File: config.mk
export PLATFORM = sky130hd
export DESIGN_NAME = oven_timer_flat
export DESIGN_NICKNAME = d
export VERILOG_FILES = /design/src/rtl/oven_pkg.sv /design/src/rtl/oven_timer_if.sv /design/src/rtl/oven_tick_gen.sv /design/src/rtl/oven_timer.sv /design/src/flat_wrapper.sv
export SDC_FILE = /design/constraint.sdc
export NUM_CORES = 1
export LEC_CHECK = 0
export ABC_AREA = 1
export BUFFER_PORTS_ARGS = -buffer_cell sky130_fd_sc_hd__buf_2
export CORE_MARGIN = 1
export CORE_UTILIZATION = 64
export CTS_BUF_LIST = sky130_fd_sc_hd__clkbuf_4
export CTS_CLUSTER_DIAMETER = 200
export DETAILED_ROUTE_END_ITERATION = 6
export GPL_ROUTABILITY_DRIVEN = 0
export PLACE_DENSITY = 0.83
export SYNTH_ARGS = -nofsm -noshare
export SYNTH_HDL_FRONTEND = slang
export SYNTH_SLANG_ARGS = --single-unit
File: constraint.sdc
create_clock -name clk -period 2.2 [get_ports clk]
set_input_delay 0.11 -clock clk [delete_from_list [all_inputs] [get_ports clk]]
set_output_delay 0.11 -clock clk [all_outputs]
set_load 0.02 [all_outputs]
File: src/rtl/oven_pkg.sv
// Shared types and constants for the oven timer: state encoding, time width,
// button priority order and saturating time arithmetic.
package oven_pkg;

    localparam int unsigned TIME_W          = 13;
    localparam int unsigned MAX_SECONDS_DEF = 3599;
    localparam int unsigned ADD_MIN_SEC     = 60;
    localparam int unsigned ADD_10S_SEC     = 10;

    typedef enum logic [2:0] {
        ST_IDLE  = 3'd0,
        ST_SET   = 3'd1,
        ST_RUN   = 3'd2,
        ST_PAUSE = 3'd3,
        ST_DONE  = 3'd4
    } state_e;

    // The winning action of a cycle; encoding order is the priority order.
    typedef enum logic [2:0] {
        ACT_NONE    = 3'd0,
        ACT_ADD_10S = 3'd1,
        ACT_ADD_MIN = 3'd2,
        ACT_START   = 3'd3,
        ACT_STOP    = 3'd4,
        ACT_CLEAR   = 3'd5
    } action_e;

    function automatic action_e resolve_action(
        input logic clear,
        input logic stop_or_door,
        input logic start,
        input logic add_min,
        input logic add_10s
    );
        if (clear)        return ACT_CLEAR;
        if (stop_or_door) return ACT_STOP;
        if (start)        return ACT_START;
        if (add_min)      return ACT_ADD_MIN;
        if (add_10s)      return ACT_ADD_10S;
        return ACT_NONE;
    endfunction

    // One extra bit of headroom so the sum can never wrap before the clamp.
    function automatic logic [TIME_W-1:0] sat_add(
        input logic [TIME_W-1:0] t,
        input int unsigned       inc,
        input int unsigned       max_s
    );
        logic [TIME_W:0] sum;
        logic [TIME_W:0] lim;
        sum = {1'b0, t} + (TIME_W+1)'(inc);
        lim = (TIME_W+1)'(max_s);
        return (sum > lim) ? lim[TIME_W-1:0] : sum[TIME_W-1:0];
    endfunction

endpackage

File: src/rtl/oven_timer_if.sv
// Button/door inputs and display/status outputs of the oven timer.
interface oven_timer_if;

    logic                        btn_add_min;
    logic                        btn_add_10s;
    logic                        btn_start;
    logic                        btn_stop;
    logic                        btn_clear;
    logic                        door_open;
    logic [oven_pkg::TIME_W-1:0] current_time;
    logic                        heating;
    logic                        done;
    logic [2:0]                  state;

    modport master (
        output btn_add_min, btn_add_10s, btn_start, btn_stop, btn_clear, door_open,
        input  current_time, heating, done, state
    );

    modport slave (
        input  btn_add_min, btn_add_10s, btn_start, btn_stop, btn_clear, door_open,
        output current_time, heating, done, state
    );

endinterface

File: src/rtl/oven_tick_gen.sv
// One-second tick prescaler: counts while enabled, holds otherwise, and
// restarts from zero on request so every RUN entry gets a full second.
module oven_tick_gen #(
    parameter int unsigned CLK_HZ = 50000000
) (
    input  logic clk,
    input  logic reset_n,
    input  logic enable_i,
    input  logic restart_i,
    output logic tick_c
);

    localparam int unsigned CNT_W = (CLK_HZ > 1) ? $clog2(CLK_HZ) : 1;
    localparam logic [CNT_W-1:0] LAST = CNT_W'(CLK_HZ - 1);

    logic [CNT_W-1:0] cnt_q;
    logic [CNT_W-1:0] cnt_d;

    assign tick_c = enable_i && (cnt_q == LAST);

    always_comb begin
        cnt_d = cnt_q;
        if (restart_i) begin
            cnt_d = '0;
        end else if (enable_i) begin
            cnt_d = (cnt_q == LAST) ? '0 : cnt_q + CNT_W'(1);
        end
    end

    always_ff @(posedge clk or negedge reset_n) begin
        if (!reset_n) begin
            cnt_q <= '0;
        end else begin
            cnt_q <= cnt_d;
        end
    end

endmodule

File: src/rtl/oven_timer.sv
// Microwave/oven countdown timer: button-driven set/run/pause/done control
// with saturating time entry and a one-second countdown while heating.
module oven_timer
    import oven_pkg::*;
#(
    parameter int unsigned CLK_HZ      = 50000000,
    parameter int unsigned MAX_SECONDS = MAX_SECONDS_DEF
) (
    input logic         clk,
    input logic         reset_n,
    oven_timer_if.slave bus
);

    localparam int unsigned TIME_MAX = (1 << TIME_W) - 1;
    localparam int unsigned MAX_S    = (MAX_SECONDS > TIME_MAX) ? TIME_MAX : MAX_SECONDS;

    state_e            state_q;
    state_e            state_d;
    logic [TIME_W-1:0] time_q;
    logic [TIME_W-1:0] time_d;
    logic              heating_q;
    logic              done_q;
    logic              armed_q;
    logic              door_prev_q;
    logic              tick_c;
    logic              restart_c;
    logic              any_btn_c;
    action_e           act_c;

    assign act_c = resolve_action(bus.btn_clear, bus.btn_stop || bus.door_open,
                                  bus.btn_start, bus.btn_add_min, bus.btn_add_10s);

    assign any_btn_c = bus.btn_clear || bus.btn_stop || bus.btn_start ||
                       bus.btn_add_min || bus.btn_add_10s ||
                       (bus.door_open && !door_prev_q);

    // armed_q holds off the first edge after reset release.
    always_comb begin
        state_d = state_q;
        time_d  = time_q;
        if (armed_q) begin
            if (act_c == ACT_CLEAR) begin
                state_d = ST_IDLE;
                time_d  = '0;
            end else begin
                case (state_q)
                    ST_IDLE, ST_SET, ST_PAUSE: begin
                        case (act_c)
                            ACT_START: begin
                                if (time_q != '0) state_d = ST_RUN;
                            end
                            ACT_ADD_MIN: begin
                                time_d = sat_add(time_q, ADD_MIN_SEC, MAX_S);
                                if (state_q == ST_IDLE) state_d = ST_SET;
                            end
                            ACT_ADD_10S: begin
                                time_d = sat_add(time_q, ADD_10S_SEC, MAX_S);
                                if (state_q == ST_IDLE) state_d = ST_SET;
                            end
                            default: begin
                            end
                        endcase
                    end
                    ST_RUN: begin
                        if (act_c == ACT_STOP) begin
                            state_d = ST_PAUSE;
                        end else if (tick_c) begin
                            time_d = time_q - TIME_W'(1);
                            if (time_q == TIME_W'(1)) state_d = ST_DONE;
                        end
                    end
                    ST_DONE: begin
                        time_d = '0;
                        if (any_btn_c) state_d = ST_IDLE;
                    end
                    default: begin
                        state_d = ST_IDLE;
                        time_d  = '0;
                    end
                endcase
            end
        end
    end

    assign restart_c = (state_d == ST_RUN) && (state_q != ST_RUN);

    oven_tick_gen #(
        .CLK_HZ(CLK_HZ)
    ) u_tick_gen (
        .clk      (clk),
        .reset_n  (reset_n),
        .enable_i (state_q == ST_RUN),
        .restart_i(restart_c),
        .tick_c   (tick_c)
    );

    always_ff @(posedge clk or negedge reset_n) begin
        if (!reset_n) begin
            state_q     <= ST_IDLE;
            time_q      <= '0;
            heating_q   <= 1'b0;
            done_q      <= 1'b0;
            armed_q     <= 1'b0;
            door_prev_q <= 1'b0;
        end else begin
            state_q     <= state_d;
            time_q      <= time_d;
            heating_q   <= (state_d == ST_RUN);
            done_q      <= (state_d == ST_DONE);
            armed_q     <= 1'b1;
            door_prev_q <= bus.door_open;
        end
    end

    assign bus.current_time = time_q;
    assign bus.heating      = heating_q;
    assign bus.done         = done_q;
    assign bus.state        = state_q;

endmodule

File: src/flat_wrapper.sv
// flat-port wrapper written by rule: the top's interface ports become plain ports
module oven_timer_flat import oven_pkg::*;
#(
    parameter int unsigned CLK_HZ      = 50000000,
    parameter int unsigned MAX_SECONDS = MAX_SECONDS_DEF
)
  (clk, reset_n, bus_btn_add_min, bus_btn_add_10s, bus_btn_start, bus_btn_stop, bus_btn_clear, bus_door_open, bus_current_time, bus_heating, bus_done, bus_state);
  oven_timer_if bus_i ();
  input logic clk;
  input logic reset_n;
  input wire logic [$bits(bus_i.btn_add_min)-1:0] bus_btn_add_min;
  input wire logic [$bits(bus_i.btn_add_10s)-1:0] bus_btn_add_10s;
  input wire logic [$bits(bus_i.btn_start)-1:0] bus_btn_start;
  input wire logic [$bits(bus_i.btn_stop)-1:0] bus_btn_stop;
  input wire logic [$bits(bus_i.btn_clear)-1:0] bus_btn_clear;
  input wire logic [$bits(bus_i.door_open)-1:0] bus_door_open;
  output wire logic [$bits(bus_i.current_time)-1:0] bus_current_time;
  output wire logic [$bits(bus_i.heating)-1:0] bus_heating;
  output wire logic [$bits(bus_i.done)-1:0] bus_done;
  output wire logic [$bits(bus_i.state)-1:0] bus_state;
  assign bus_i.btn_add_min = bus_btn_add_min;
  assign bus_i.btn_add_10s = bus_btn_add_10s;
  assign bus_i.btn_start = bus_btn_start;
  assign bus_i.btn_stop = bus_btn_stop;
  assign bus_i.btn_clear = bus_btn_clear;
  assign bus_i.door_open = bus_door_open;
  assign bus_current_time = bus_i.current_time;
  assign bus_heating = bus_i.heating;
  assign bus_done = bus_i.done;
  assign bus_state = bus_i.state;
  oven_timer #(.CLK_HZ(CLK_HZ), .MAX_SECONDS(MAX_SECONDS)) u_core (.clk(clk), .reset_n(reset_n), .bus(bus_i));
endmodule
==> results of run 1 <==
## synth_stat cells (all sizes together)
cell and number:
nand3 91, a31oi 1, o211ai 5, o31ai 1, conb 1, xor2 5
clkbuf 3, dfrtp 46, o2111ai 1, o21ai 17, buf 15, ha 10
a21oi 20, or2 6, nand2 229, inv 70, nor2 87, clkinv 1
nor4 3, nand3b 2, o21bai 3, nor3 13, nand4 14
## flip-flops by register name, indices dropped and copies added (netlist names)
signal,cells
u_core.armed_q,1
u_core.bus.done,1
u_core.bus.heating,1
u_core.bus.current_time,13
u_core.door_prev_q,1
u_core.u_tick_gen.cnt_q,26
u_core.bus.state,3
## worst reg2reg max path, cell delays in order, from the launching register on
cell and delay, ps:
dfrtp_1 420, inv_2 120, ha_1 200, nand2_1 90, nand2_2 120, nand3_2 100
xor2_1 250, nand3_2 170, nand2_4 140, buf_4 110, nand4_1 60, nand2_1 70
nand2_1 50, nand2_1 70, nand2_1 50
## worst min-delay path by stage
stage,end,startpoint,cells past startpoint
floorplan,u_core.armed_q,reset_n,0
CTS,u_core.bus.state[1],bus_btn_clear,4
global placement,u_core.bus.current_time[3],reset_n,2
global route,u_core.bus.state[1],bus_btn_clear,4
detailed placement,u_core.bus.current_time[3],reset_n,2
finish,u_core.bus.current_time[3],reset_n,3
## kinds of logic (layout without fill, tap and decap cells)
logic type	count (synthesis)	in the layout	share of synthesized area, %
AND/OR/NAND/NOR	445	446	51.58
buffers and inverters	89	133	9.721
AO/OA/AOI/OAI	48	48	6.961
flip-flops	46	46	27.60
adder cells (fa/ha/maj)	10	10	3.000
XOR/XNOR	5	5	1.050
other	1	1	0.08992
## area by class of cell
cell class	count	area, µm²
Fill cell	563	1689
Tap cell	77	96.34
Clock inverter	3	16.27
Sequential cell	46	1156
Clock buffer	5	37.54
Timing Repair Buffer	54	372.9
Inverter	71	266.5
Multi-Input combinational cell	510	2679
## layout by cell type (no fill, tap or decap), drive strengths merged, types with 6 or more instances in the layout
cell     n
nor2    87
inv     70
nor3    13
or2      6
nand3   91
ha      10
nand4   14
buf     52
nand2  230
dfrtp   46
o21ai   17
a21oi   20
## power groups by stage
stage          Sequential [mW]  Clock [mW]  Combinational [mW]
2_1_floorplan             1.23           0                1.77
3_3_place_gp              1.21           0                2.32
3_5_place_dp              1.22           0                2.39
4_1_cts                   1.20       0.428                2.41
5_1_grt                   1.23       0.455                2.88
6_report                  1.22       0.412                2.61
## per-layer routing
layer  up-vias  part of all wire, %  GRT usage, %  routed length, µm
met1      2046                   41         36.67               4472
met2       160                   51         60.08               5513
met4         0                  2.2         13.45                244
li1       2148                    -             -                  -
met5         -                    0             0                  0
met3        20                  6.1         4.835                669
## timing repair
| action | in CTS | in global routing |
|---|---|---|
| pin swaps | 0 | 5 |
| hold endpoints to repair | 47 | 0 |
| setup buffers | 0 | 8 |
| gates cloned | 0 | 1 |
| endpoints found under the setup margin | 9 | 38 |
| hold buffers | 2 | 0 |
| resized for setup | 2 | 21 |
==> results.txt, run 1 <==
outcome = finished clean
clk buf depth = 2
worst reg-to-reg setup slack = 110 ps
critical path's top delay family = simple AND/OR/NAND/NOR gates
MaxCap Viol Count = 0
Peak Freq = 0.4794 GHz
Slew Limit Fails = 0
Worst-path clk slew = 130 ps
# diodes = 0
Mean Syn Cell Area = 6.476 µm²
clock sinks = 46
Area Growth Syn to Fin = 10.89%
fin crit share = 94.82%
Syn Nets = 662
# nets final = 706
Chip Width = 82.72 µm
end-of-flow core utilization = 73.25%
CTS tree = done
sum of buffers and inverters on the critical path = 2
switching share of power = 52.75%
min-delay worst type = primary input to asynchronous set/reset pin
WP data arrival = 2350 ps
Critical Path Start = u_core.bus.current_time[3]
Starting Density = 66.05%
H-tree depth = 2
r2r startpoint = u_core.bus.current_time[3]
vias = 4374
setup TNS = 0 ps
DRC Markers = 0
Lkg Pwr = 2.333 nW
worst skew pair latency = 360 ps
Max stage delay on crit path = 420 ps
VDD IR max = 0.7083 mV
Iter 0 DRT Violations = 306
DP HPWL = 7801 µm
Synth area leaders = dfrtp_1, nand2_1, nand3_1
Clock Skew = 12.66 ps
Flop pwr share = 28.8%
Hold Worst Slack = 232.1 ps
cell area after synthesis = 4170 µm²
die area = 6843 µm²
total routed wirelength = 10900 µm
Yosys top cell area share = 27.60%
Netlist cell types = 35
CTS Buf Count = 5
clk root buf = clkbuf_4
design area = 4624 µm²
final setup vio count = 0
CP max stage cell = dfrtp_1
Min Clock Period, post-route = 2086 ps
Synth area leader = dfrtp_1
Final ANT Viol Nets = 0
Finished Layout Cells = 766
GR Util All Layers = 32.41%
core area = 6314 µm²
Pint = 2.001 mW
sequential share of the synthesized area = 27.60%
crit path launch type = flop
post-DR wirelength/cell = 14.23 µm
Net Sw Power = 2.234 mW
Cell Rows = 29
layout cell share with drive strength beyond 1 = 25.11%
Worst Max-Slew Pin Slew = 615.9 ps
Final Power = 4.236 mW
CP endpoint = u_core.bus.current_time[2]
largest net degree at the start of global routing = 47
cells on worst reg2reg path = 14
Placement Cell Area = 4420 µm²
Avg Vias per Cell = 5.710
vias in the first global route = 3989
RR Endpoint = u_core.bus.current_time[2]
pwr/cell area = 915.9 nW/µm²
Ys Warns = 0
Critical Path RT = 2460 ps
first-pass GRT wire length = 17110 µm
grt total ovfl = 0
slew margin rel. = 58.62%
total I/O pin count = 26
worst slack at placement = -94.52 ps
DP Cell Count = 747
crit path kind = flop to flop
setup ws final = 114.0 ps
#FFs+latches synth = 46
Levels on crit path = 14
CP most frequent cell = nand2_1
Cells after Synth = 644
Worst Path Max Fanout = 6
initial antenna violation count = 0
IO Port Bufs = 25
combinational power share = 61.5%
crit path cell chain = inv_2 -> ha_1 -> nand2_1 -> nand2_2 -> nand3_2 -> xor2_1 -> nand3_2 -> nand2_4 -> buf_4 -> nand4_1 -> nand2_1 -> nand2_1 -> nand2_1 -> nand2_1
Die Ht = 82.72 µm
clock power share = 9.7%
Hold Vio Cnt, Final = 0
CP Capture Type = flop
1st-pass router iterations = 5
No activity file was read; power rests on OpenSTA's default activity.
==> run 2, diff against run 1 <==
Settings changed: CELL_PAD_IN_SITES_DETAIL_PLACEMENT set to 0, CELL_PAD_IN_SITES_GLOBAL_PLACEMENT set to 1, CORE_UTILIZATION 64 to 45, PLACE_DENSITY 0.83 to not set, PLACE_DENSITY_LB_ADDON set to 0.1.
==> run 2 against run 1 <==
  * Sequential power decreased by 3%
  * Largest power group unchanged
  * Core utilization shrank 18 points
  * Critical endpoint is now u_core.u_tick_gen.cnt_q[7]
  * Critical path type unchanged
  * Power increased by 8.2%
==> results.txt, run 2 (synthesized netlist as in run 1, its figures left out) <==
Flop pwr share = 25.8% (was 28.8%)
Critical Path Start = u_core.bus.current_time[4] (was u_core.bus.current_time[3])
design area = 4850 µm² (was 4624 µm²)
DP Cell Count = 789 (was 747)
RR Endpoint = u_core.u_tick_gen.cnt_q[7] (was u_core.bus.current_time[2])
layout cell share with drive strength beyond 1 = 26.29% (was 25.11%)
WP data arrival = 2360 ps (was 2350 ps)
crit path launch type = flop (unchanged)
r2r startpoint = u_core.bus.current_time[4] (was u_core.bus.current_time[3])
1st-pass router iterations = 7 (was 5)
CP most frequent cell = nand2_1 (unchanged)
switching share of power = 48.54% (was 52.75%)
DRC Markers = 0 (unchanged)
RSZ-0062 raised after global routing = false
Min Clock Period, post-route = 2042 ps (was 2086 ps)
worst slack at placement = 9.601 ps (was -94.52 ps)
Finished Layout Cells = 808 (was 766)
outcome = finished clean (unchanged)
vias = 4220 (was 4374)
Lkg Pwr = 2.428 nW (was 2.333 nW)
Placement Cell Area = 4542 µm² (was 4420 µm²)
GR Util All Layers = 24.97% (was 32.41%)
cells on worst reg2reg path = 15 (was 14)
pwr/cell area = 945.3 nW/µm² (was 915.9 nW/µm²)
VDD IR max = 0.3906 mV (was 0.7083 mV)
worst reg-to-reg setup slack = 160 ps (was 110 ps)
Clock Skew = 13.38 ps (was 12.66 ps)
Biggest register = u_core.u_tick_gen.cnt_q (unchanged)
combinational power share = 60.0% (was 61.5%)
total routed wirelength = 11700 µm (was 10900 µm)
vias in the first global route = 4091 (was 3989)
fin crit share = 92.82% (was 94.82%)
grt total ovfl = 0 (unchanged)
Largest register FFs = 26 (unchanged)
Avg Vias per Cell = 5.223 (was 5.710)
most common cell after layout, fill and taps aside = nand2_1 (unchanged)
die area = 9656 µm² (was 6843 µm²)
CP max stage cell = dfrtp_2 (was dfrtp_1)
setup TNS = 0 ps (unchanged)
Max stage delay on crit path = 470 ps (was 420 ps)
core area = 8848 µm² (was 6314 µm²)
Net Sw Power = 2.225 mW (was 2.234 mW)
Final Power = 4.584 mW (was 4.236 mW)
Cell Rows = 34 (was 29)
setup ws final = 157.9 ps (was 114.0 ps)
IO Port Bufs = 25 (unchanged)
# nets final = 717 (was 706)
Iter 0 DRT Violations = 162 (was 306)
crit path cell chain = buf_4 -> nor2_2 -> nand2_1 -> nor2_1 -> nand2_1 -> nor2_2 -> nand3_2 -> nand2_1 -> nand2_1 -> nand2_1 -> nand2_2 -> nand3_4 -> clkbuf_16 -> nand3_1 -> nand2_1 (was inv_2 -> ha_1 -> nand2_1 -> nand2_2 -> nand3_2 -> xor2_1 -> nand3_2 -> nand2_4 -> buf_4 -> nand4_1 -> nand2_1 -> nand2_1 -> nand2_1 -> nand2_1)
Starting Density = 47.13% (was 66.05%)
min-delay worst type = primary input to asynchronous set/reset pin (unchanged)
CTS tree = done (unchanged)
MaxCap Viol Count = 0 (unchanged)
# diodes = 0 (unchanged)
CP Capture Type = flop (unchanged)
Die Ht = 98.27 µm (was 82.72 µm)
Final ANT Viol Nets = 0 (unchanged)
clock power share = 14.2% (was 9.7%)
Worst-path clk slew = 150 ps (was 130 ps)
initial antenna violation count = 0 (unchanged)
largest net degree at the start of global routing = 31 (was 47)
clk root buf = clkbuf_4 (unchanged)
most frequent cells in the layout = nand2_1, nor2_1, nand3_1 (unchanged)
H-tree depth = 2 (unchanged)
Area Growth Syn to Fin = 16.29% (was 10.89%)
crit path kind = flop to flop (unchanged)
CTS Buf Count = 5 (unchanged)
Worst Path Max Fanout = 7 (was 6)
clk buf depth = 2 (unchanged)
Slew Limit Fails = 0 (unchanged)
Peak Freq = 0.4897 GHz (was 0.4794 GHz)
first-pass GRT wire length = 19490 µm (was 17110 µm)
Chip Width = 98.27 µm (was 82.72 µm)
Critical Path RT = 2520 ps (was 2460 ps)
Hold Vio Cnt, Final = 0 (unchanged)
clock sinks = 46 (unchanged)
worst skew pair latency = 360 ps (about the same)
final setup vio count = 0 (unchanged)
total I/O pin count = 26 (unchanged)
post-DR wirelength/cell = 14.48 µm (was 14.23 µm)
DP HPWL = 8645 µm (was 7801 µm)
Pint = 2.359 mW (was 2.001 mW)
[run 2: cell count changes in the layout (fill, tap and decap cells not counted), moves of 2 or more]
cell,previous run,this run
dfrtp_1,42,39
buf_4,25,34
bufinv_16,0,2
dfrtp_2,4,7
clkbuf_16,0,2
nand2_1,202,204
inv_1,53,55
inv_2,17,15
nand2_2,27,25
[run 2: layer usage]
layer | up-vias | track usage [%] | share of wire [%]
met5 | - | 0 | 0
met2 | 69 | 43.39 | 50
met1 | 1963 | 32.47 | 45
met3 | 13 | 2.505 | 3.2
li1 | 2175 | - | -
met4 | 0 | 8.381 | 2.1
[run 2: area by class of cell]
type | count | area, µm²
clock inverter | 3 | 63.81
timing repair buffer | 66 | 501.7
inverter | 71 | 266.5
fill | 912 | 3999
sequential | 46 | 1160
multi-input combinational | 509 | 2685
tap | 108 | 135.1
clock buffer | 5 | 37.54
[run 2: worst max path at each step]
stage                                       end  slack [ps]  cells past startpoint
floorplan           u_core.u_tick_gen.cnt_q[24]         100                     13
global placement     u_core.u_tick_gen.cnt_q[3]         110                     15
detailed placement   u_core.u_tick_gen.cnt_q[2]          10                     15
CTS                  u_core.u_tick_gen.cnt_q[2]          50                     15
global route        u_core.u_tick_gen.cnt_q[22]         0.3                     12
finish               u_core.u_tick_gen.cnt_q[7]         160                     15
[run 2: power by group through the flow]
stage / Combinational, mW / Clock, mW / Sequential (mW)
final: 2.75 / 0.652 / 1.18
after global routing: 3.08 / 0.694 / 1.21
after CTS: 2.57 / 0.674 / 1.18
after detailed placement: 2.56 / 0 / 1.20
after global placement: 2.55 / 0 / 1.19
after floorplan: 1.77 / 0 / 1.23
[run 2: stage by stage]
step | hold slack [ps] | util, %
after detailed placement | 16.80 | 51.33
after global placement | 15.86 | 51.33
final | 146.2 | 54.81
after CTS | 137.5 | 52.70
after floorplan | -185.6 | -
after global routing | 145.9 | 54.81
[run 2: critical path: cells and delay by family (launching register included)]
family	cells	cell delay, ps
DFF	1	470
buffers and inverters	2	340
and+or+nand+nor	13	1180
[run 2: what timing repair did]
item                                    in CTS  in global routing
endpoints found under the setup margin       1                 38
endpoints found under the hold margin       42                  0
hold buffers                                 2                  0
buffers inserted                             0                  6
gates resized for setup                      1                 24
cloned                                       0                  3
pin swaps                                    0                  3
